## config.mk

```make
export PLATFORM = sky130hd
export DESIGN_NAME = l2_chan_interleaver
export DESIGN_NICKNAME = d
export VERILOG_FILES = /design/src/rtl/l2_chan_interleaver.sv
export SDC_FILE = /design/constraint.sdc
export NUM_CORES = 1
export LEC_CHECK = 0
export BUFFER_PORTS_ARGS = -buffer_cell sky130_fd_sc_hd__buf_2
export CORE_ASPECT_RATIO = 0.5
export CORE_MARGIN = 4
export CORE_UTILIZATION = 59
export DETAILED_ROUTE_END_ITERATION = 8
export PLACE_DENSITY_LB_ADDON = 0.08
export SYNTH_ARGS = -nofsm -noshare
export SYNTH_HDL_FRONTEND = slang
export SYNTH_SLANG_ARGS = --single-unit
export TNS_END_PERCENT = 50
```

## constraint.sdc

```tcl
create_clock -name clk_i -period 15.75 [get_ports clk_i]
set_input_delay 3.15 -clock clk_i [delete_from_list [all_inputs] [get_ports clk_i]]
set_output_delay 3.15 -clock clk_i [all_outputs]
set_load 0.01 [all_outputs]
```

## src/rtl/l2_chan_interleaver.sv

```systemverilog
// Splits accepted burst requests into per-channel fragments (interleave/partition).
// Optional per-channel fragment counters: define L2_INTERLEAVE_PERF_EN.
module l2_chan_interleaver #(
    parameter int unsigned          NumChannels     = 4,
    parameter int unsigned          AddrWidth       = 32,
    parameter int unsigned          IdWidth         = 6,
    parameter int unsigned          LenWidth        = 8,
    parameter int unsigned          BeatBytes       = 64,
    parameter int unsigned          InterleaveBeats = 8,
    parameter logic [AddrWidth-1:0] DramBase        = 32'h8000_0000,
    parameter logic [AddrWidth-1:0] DramSize        = 32'h0800_0000
) (
    input  logic                         clk_i,
    input  logic                         rst_i,
    input  logic                         mode_i,
    input  logic                         req_valid_i,
    output logic                         req_ready_o,
    input  logic [AddrWidth-1:0]         req_addr_i,
    input  logic [LenWidth-1:0]          req_len_i,
    input  logic [IdWidth-1:0]           req_id_i,
    input  logic                         req_write_i,
    output logic [NumChannels-1:0]       chan_valid_o,
    input  logic [NumChannels-1:0]       chan_ready_i,
    output logic [AddrWidth-1:0]         chan_addr_o,
    output logic [LenWidth-1:0]          chan_len_o,
    output logic [IdWidth-1:0]           chan_id_o,
    output logic                         chan_write_o,
    output logic                         chan_last_o,
    output logic                         err_o,
    output logic                         busy_o,
    output logic [NumChannels-1:0][15:0] perf_cnt_o
);

    localparam int unsigned CL = $clog2(NumChannels);
    localparam int unsigned CW = (CL > 0) ? CL : 1;
    localparam int unsigned B  = $clog2(BeatBytes);
    localparam int unsigned G  = $clog2(BeatBytes * InterleaveBeats);
    localparam int unsigned RW = LenWidth + 1;
    localparam int unsigned EW = AddrWidth + RW + B + 1;

    localparam logic [AddrWidth-1:0] PartSize = DramSize / AddrWidth'(NumChannels);
    localparam logic [AddrWidth-1:0] GMask    = AddrWidth'((64'd1 << G) - 64'd1);
    localparam logic [AddrWidth-1:0] BMask    = AddrWidth'(BeatBytes - 1);
    localparam logic [AddrWidth-1:0] ChMask   = AddrWidth'(NumChannels - 1);
    localparam logic [EW-1:0]        DramLast = EW'(DramBase) + EW'(DramSize) - EW'(1);

    typedef enum logic [1:0] {IDLE, ISSUE, ERR} state_t;

    state_t                 state_q, state_d;
    logic [AddrWidth-1:0]   addr_q;
    logic [RW-1:0]          rem_q;
    logic [IdWidth-1:0]     id_q;
    logic                   write_q;
    logic                   mode_q;

    logic [AddrWidth-1:0]   off, il_loc, il_room, pt_loc, pt_room;
    logic [AddrWidth-1:0]   room, frag_loc;
    logic [CW-1:0]          frag_ch;
    logic [RW-1:0]          beats;
    logic [EW-1:0]          end_addr;
    logic                   req_bad, issue, req_fire, chan_fire;

    // Fragment geometry derives only from latched state, so outputs are glitch-free of ready.
    always_comb begin
        off     = addr_q - DramBase;
        il_loc  = ((off >> (G + CL)) << G) | (off & GMask);
        il_room = AddrWidth'(InterleaveBeats) - ((off & GMask) >> B);
        pt_loc  = off % PartSize;
        pt_room = (PartSize - pt_loc) >> B;
        if (mode_q) begin
            frag_ch  = CW'((off >> G) & ChMask);
            frag_loc = il_loc;
            room     = il_room;
        end else begin
            frag_ch  = CW'(off / PartSize);
            frag_loc = pt_loc;
            room     = pt_room;
        end
        beats = (room < AddrWidth'(rem_q)) ? RW'(room) : rem_q;
    end

    assign issue        = (state_q == ISSUE);
    assign chan_valid_o = issue ? (NumChannels'(1) << frag_ch) : '0;
    assign chan_addr_o  = issue ? frag_loc : '0;
    assign chan_len_o   = issue ? LenWidth'(beats - RW'(1)) : '0;
    assign chan_id_o    = issue ? id_q : '0;
    assign chan_write_o = issue && write_q;
    assign chan_last_o  = issue && (beats == rem_q);
    assign err_o        = (state_q == ERR);
    assign busy_o       = (state_q != IDLE);
    assign req_ready_o  = (state_q == IDLE) && !rst_i;
    assign req_fire     = req_valid_i && req_ready_o;
    assign chan_fire    = |(chan_valid_o & chan_ready_i);

    assign end_addr = EW'(req_addr_i) + ((EW'(req_len_i) + EW'(1)) << B) - EW'(1);
    assign req_bad  = (req_addr_i < DramBase) || (end_addr > DramLast)
                   || ((req_addr_i & BMask) != '0);

    always_comb begin
        state_d = state_q;
        unique case (state_q)
            IDLE:    if (req_fire) state_d = req_bad ? ERR : ISSUE;
            ISSUE:   if (chan_fire && chan_last_o) state_d = IDLE;
            ERR:     state_d = IDLE;
            default: state_d = IDLE;
        endcase
    end

    always_ff @(posedge clk_i) begin
        if (rst_i) begin
            state_q <= IDLE;
            addr_q  <= '0;
            rem_q   <= '0;
            id_q    <= '0;
            write_q <= 1'b0;
            mode_q  <= 1'b0;
        end else begin
            state_q <= state_d;
            if (req_fire) begin
                addr_q  <= req_addr_i;
                rem_q   <= RW'(req_len_i) + RW'(1);
                id_q    <= req_id_i;
                write_q <= req_write_i;
                mode_q  <= mode_i;
            end else if (chan_fire) begin
                addr_q <= addr_q + (AddrWidth'(beats) << B);
                rem_q  <= rem_q - beats;
            end
        end
    end

`ifdef L2_INTERLEAVE_PERF_EN
    logic [NumChannels-1:0][15:0] perf_q;

    always_ff @(posedge clk_i) begin
        if (rst_i) begin
            perf_q <= '0;
        end else begin
            for (int i = 0; i < NumChannels; i++) begin
                if (chan_valid_o[i] && chan_ready_i[i] && perf_q[i] != 16'hFFFF)
                    perf_q[i] <= perf_q[i] + 16'd1;
            end
        end
    end

    assign perf_cnt_o = perf_q;
`else
    assign perf_cnt_o = '0;
`endif

endmodule

```

Yosys cells after proc, flatten, opt, wreduce, memory -nomap -nowiden
Cells that the tools add are included.
{"block": "totals", "regBits": 51, "inputBits": 55, "out_inout_bits": 119, "wordCells": 57}
{"block": "op_classes", "addsub": 10, "magnitude_cmp": 3, "n_eq_ne": 5, "n_shift": 1, "mux": 16, "bitwise_logic": 2, "n_reduce_logical": 14}
{"op": "$mux W32", "n": 5}
{"op": "$gt A48 B32 Y1 const B", "n": 1}
{"op": "$sub A33 B1 Y34 const B", "n": 1}
{"op": "$add A32 B15 Y33", "n": 1}
{"op": "$add A32 B15 Y32", "n": 1}
{"op": "$lt A32 B32 Y1 const B", "n": 1}
{"op": "$lt A32 B9 Y1", "n": 1}
{"op": "$reduce_bool A32 Y1", "n": 1}
{"op": "$sub A32 B32 Y32 const B", "n": 1}
{"op": "$or A30 B9 Y30", "n": 1}
{"op": "$mux W9", "n": 3}
{"op": "$sub A26 B25 Y27 const A", "n": 1}
{"op": "$add A8 B1 Y9 const B", "n": 2}
{"op": "$eq A9 B9 Y1", "n": 1}
{"op": "$sub A9 B9 Y9", "n": 1}
{"op": "$mux W2", "n": 4}
{"op": "$mux W8", "n": 1}
{"op": "$sub A8 B1 Y8 const B", "n": 1}
{"op": "$mux W6", "n": 1}
{"op": "$logic_and A1 B1 Y1", "n": 5}
{"op": "$sub A4 B3 Y5 const A", "n": 1}
{"op": "$and A4 B4 Y4", "n": 1}
{"op": "$mux W4", "n": 1}
{"op": "$pmux W2 S2", "n": 1}
{"op": "other kinds (11)", "n": 13}

Logic depth before layout (Yosys ltp)
{"block": "depth", "ltp_word": 10, "ltp_mapped": 27, "ltp_nobuf": 26}

Least setup slack after synthesis
OpenSTA, ideal clock, no wires.
{"block": "synth_timing", "path_kind": "register -> output", "startpoint": "reg addr_q[7]", "endpoint": "out chan_len_o[6]", "t_arrival_ps": 4360, "required_time_ps": 12600, "setup_slack_ps": 8240, "path_stages_with_launch": 22, "n_path_buf": 1, "cell_sequence": "dfxtp_1 > inv_1 > ha_1 > nor3b_1 > nand3_1 > or3_1 > xnor2_1 > nor2_1 > ha_1 > o2111ai_1 > a21oi_1 > and3_1 > a2111oi_4 > buf_6 > nor2_1 > a21oi_1 > inv_1 > ha_1 > nand3_1 > mux2i_1 > xor2_1 > nor2_1"}
{"block": "synth_via", "elab_chain_len": 7, "elab_cells_between_ends": 8, "cone_classes": "4 x add/sub; 1 x order compare; 3 x mux"}
{"element": "start: declaration", "line": "50", "rtl": "logic [AddrWidth-1:0] addr_q;"}
{"element": "start signal: assignment", "line": "120", "rtl": "addr_q <= req_addr_i;"}
{"element": "start signal: assignment", "line": "126", "rtl": "addr_q <= addr_q + (AddrWidth'(beats) << B);"}
{"element": "$sub A32 B32 Y32 *", "line": "65", "rtl": "off = addr_q - DramBase;"}
{"element": "$sub A26 B25 Y27 or $sub A4 B3 Y5 (tied branches)", "line": "69, 67"}
{"element": "$mux W32 *", "line": "70", "rtl": "if (mode_q) begin"}
{"element": "$lt A32 B9 Y1", "line": "79", "rtl": "beats = (room < AddrWidth'(rem_q)) ? RW'(room) : rem_q;"}
{"element": "$mux W9 *", "line": "79"}
{"element": "$sub A8 B1 Y8 *", "line": "85", "rtl": "assign chan_len_o = issue ? LenWidth'(beats - RW'(1)) : '0;"}
{"element": "$mux W8 *", "line": "85"}
{"element": "end: declaration", "line": "25", "rtl": "output logic [LenWidth-1:0] chan_len_o,"}
Every way passes the cells marked *; elsewhere a longest branch is shown, timed or not.

Final worst setup path
{"block": "layout_timing", "startpoint": "reg addr_q[7]", "endpoint": "out chan_last_o"}
{"block": "layout_via", "elab_chain_len": 7, "elab_cells_between_ends": 8, "cone_classes": "3 x add/sub; 1 x order compare; 1 x eq/ne; 2 x mux; 1 x reduce/logical"}
{"element": "$sub A32 B32 Y32 *", "line": "65"}
{"element": "$sub A26 B25 Y27 or $sub A4 B3 Y5 (tied branches)", "line": "69, 67"}
{"element": "$mux W32 *", "line": "70"}
{"element": "$lt A32 B9 Y1", "line": "79"}
{"element": "$mux W9 *", "line": "79"}
{"element": "$eq A9 B9 Y1 *", "line": "88", "rtl": "assign chan_last_o = issue && (beats == rem_q);"}
{"element": "$logic_and A1 B1 Y1 *", "line": "88"}
{"element": "end: declaration", "line": "28", "rtl": "output logic chan_last_o,"}
Marked as above.

==> results.yml <==
status:
  status: "finished, final reports clean"
timing:
  hold_viol_final: 0
  setup-tns-final_ns: 0
  layout_min_cycle_time_ns: 8.47
  rsz0062_at_grt: "no"
  holdWs_ns: 0.474
  worst_slew_pin_slew_ns: 0.969
  drv_slew: 0
  period_share_pct: 53.8
  skew_ns: 0.00892
  setup_viol: 0
  max_freq_mhz: 118
  slew_headroom_pct: 35.4
route:
  drt_first_iter_violations: 630
  wl_um: 19600
  dr.pass1.iters: 5
  drtAntennaViolNets: 0
  vias_per_cell: 5.91
  dr_total_vias: 6621
  wl_per_cell_um: 17.5
  drc: 0
synth:
  async_flop_share_pct: 0
  synth_simple_gate_area_share_pct: 23.9
  synth_seq_cells: 51
  synth_fa_ha_area_share_pct: 14.2
  synth_area_leaders: "dfxtp_1 (16%), ha_1 (13%), buf_4 (7.5%)"
  synthXorXnorAreaFrac_pct: 4.53
  synth-compound-area-share_pct: 20.9
  synth-edff-count: 0
  yosysSeqAreaShare_pct: 15.5
  synth_commonest_cells: "inv_1 (92), nor2_1 (86), ha_1 (69)"
  synth.most_common_cell: "inv_1"
  yosys.cell_types.count: 72
  synth.area.mux_share_pct: 5.24
  netlist_instances: 904
  synth_top_area_cell: "dfxtp_1"
  synth.cell_area_um2: 6570
  netlist.area_leader.share_pct: 15.5
  yosysWarnings: 0
  synth-main-ff-cell: "dfxtp_1"
  synth_top_family_by_area: "simple AND/OR/NAND/NOR gates"
  syn_avg_cell_area_um2: 7.27
clocking:
  cts_setup_buffers: 0
  cts_root_buf: "clkbuf_16"
  h-tree-depth: 2
  numCtsBuffers: 5
  clkTransAtPathRegs_ns: 0.07
  cts_tree: "yes"
  cts_sinks: 51
  ctsResizeCount: 0
  postCtsHoldBufs: 0
  clockBufferDepth: 2
  clock_latency_ns: 0.29
worst_setup_path:
  rrSetupSlack_ns: 8.73
  start_kind: "flop"
  critPathKind: "reg -> out"
  cp_num_buf_inv: 4
  cp_top_family: "simple AND/OR/NAND/NOR gates"
  endpoint_kind: "output port"
  crit_slowest_cell: "nor3b_1"
  worstPathMaxFanout: 18
  cp.required_ns: 12.60
  critPathArrivalTime_ns: 5.32
  path_cells: "inv_1, ha_1, nor3b_1, nand3_1, or3_1, xnor2_1, nor2_1, ha_1, o2111ai_1, a21oi_1, and3_1, a2111oi_4, buf_4, nand2_1, o21ai_0, inv_1, ha_1, nand4_1, nor2_1, and3_1, buf_2"
  critPathMaxStageDelay_ns: 0.39
  cp_common_cell: "ha_1"
die:
  die_x_um: 157
  coreArea_um2: 10500
  start_util_pct: 62.4
  dieArea_um2: 13000
  io_pins: 174
  fp-row-count: 26
  die_y_um: 82.6
global_route:
  grt_max_degree: 53
  antenna_found_initial: 0
  use_met3_pct: 4.37
  grt_pass1_wl_um: 31200
  gr-total-overflow: 0
  top_usage_layer: "met2"
  grt_pass1_vias: 6099
  grt.met2_usage_pct: 48.8
  gr-usage-met1_pct: 42.9
  track_usage_pct: 29.8
place:
  port_buffers: 107
  place_area_um2: 6910
  place.gp.congestion: 0.937
  hpwl_um: 15500
run:
  maxCapViolations: 0
power_and_ir_drop:
  peakVddDrop_uv: 49.5
  power.density_nw_per_um2: 65.8
  p_leak_nw: 3.33
final_layout:
  drive_above_1_share_pct: 14.4
  n_antenna_cell: 0
  synthToLayoutAreaGrowth_pct: 7.56
  final_cell_area_um2: 7070
  final_nets: 1106
min_path:
  min_path_type: "reg -> reg"
[state kept, by name (all words and copies together), names as in the netlist]
signal   count
state_q      2
addr_q      32
rem_q        9
write_q      1
mode_q       1
id_q         6
[area by class of cell]
class | count | area (µm²)
Clock inverter | 1 | 7.51
Multi-Input combinational cell | 714 | 4770
Inverter | 92 | 345
Clock buffer | 7 | 153
Tap cell | 140 | 175
Timing Repair Buffer | 115 | 596
Sequential cell | 51 | 1020
Fill cell | 966 | 3470
[cell families after synthesis]
| logic type | count (synthesis) |
|---|---|
| adders and majority gates | 73 |
| DFF | 51 |
| other | 1 |
| muxes | 32 |
| and+or+nand+nor | 307 |
| buffers and inverters | 204 |
| AOI/OAI and AO/OA | 202 |
| xor gates and xnor gates | 34 |
[per-layer routing]
| layer | part of all wire [%] | wire length, µm | vias up |
|---|---|---|---|
| met5 | 0 | 0 | - |
| met3 | 10 | 1990 | 15 |
| met2 | 42 | 8280 | 350 |
| li1 | - | - | 3207 |
| met4 | 0.66 | 129 | 0 |
| met1 | 47 | 9250 | 3049 |
[cell usage in the layout, fill, tap and decap left out, types with 13 or more instances in the layout]
master	count
a211oi_1	13
a21oi_1	47
and2_1	18
and3_1	18
buf_2	107
conb_1	66
dfxtp_1	50
ha_1	69
inv_1	92
mux2i_1	28
nand2_1	67
nand3_1	26
nand3b_1	17
nor2_1	86
nor3_1	19
o21ai_0	38
xnor2_1	13
xor2_1	21
[power by group]
part           internal [mW]  switching, mW
sequential             0.136         0.0142
combinational         0.0792          0.117
clock                 0.0677         0.0503
total                  0.283          0.182
[per-stage QoR]
step                cells  util, %  power [mW]  worst slack [ns]
floorplan             969        -       0.307              8.24
global placement     1112     65.6       0.342              7.96
detailed placement   1112     65.6       0.345              7.70
CTS                  1120     67.1       0.463              7.37
global route         1120     67.1       0.497              6.86
finish               1120     67.1       0.465              7.28
[tightest hold or removal path, stage by stage (launching register included)]
cell and delay, ns:
dfxtp_1 0.31, nand3b_1 0.07, nand2_1 0.05
[worst paths after layout]
path / from / endpoint / cells past startpoint
worst max register to register: addr_q[7] / addr_q[20] / 27
worst min register to register: id_q[2] / id_q[2] / 2
worst min-delay path: id_q[2] / id_q[2] / 2
worst max-delay path: addr_q[7] / chan_last_o / 21
(Power assumes the default switching activity.)
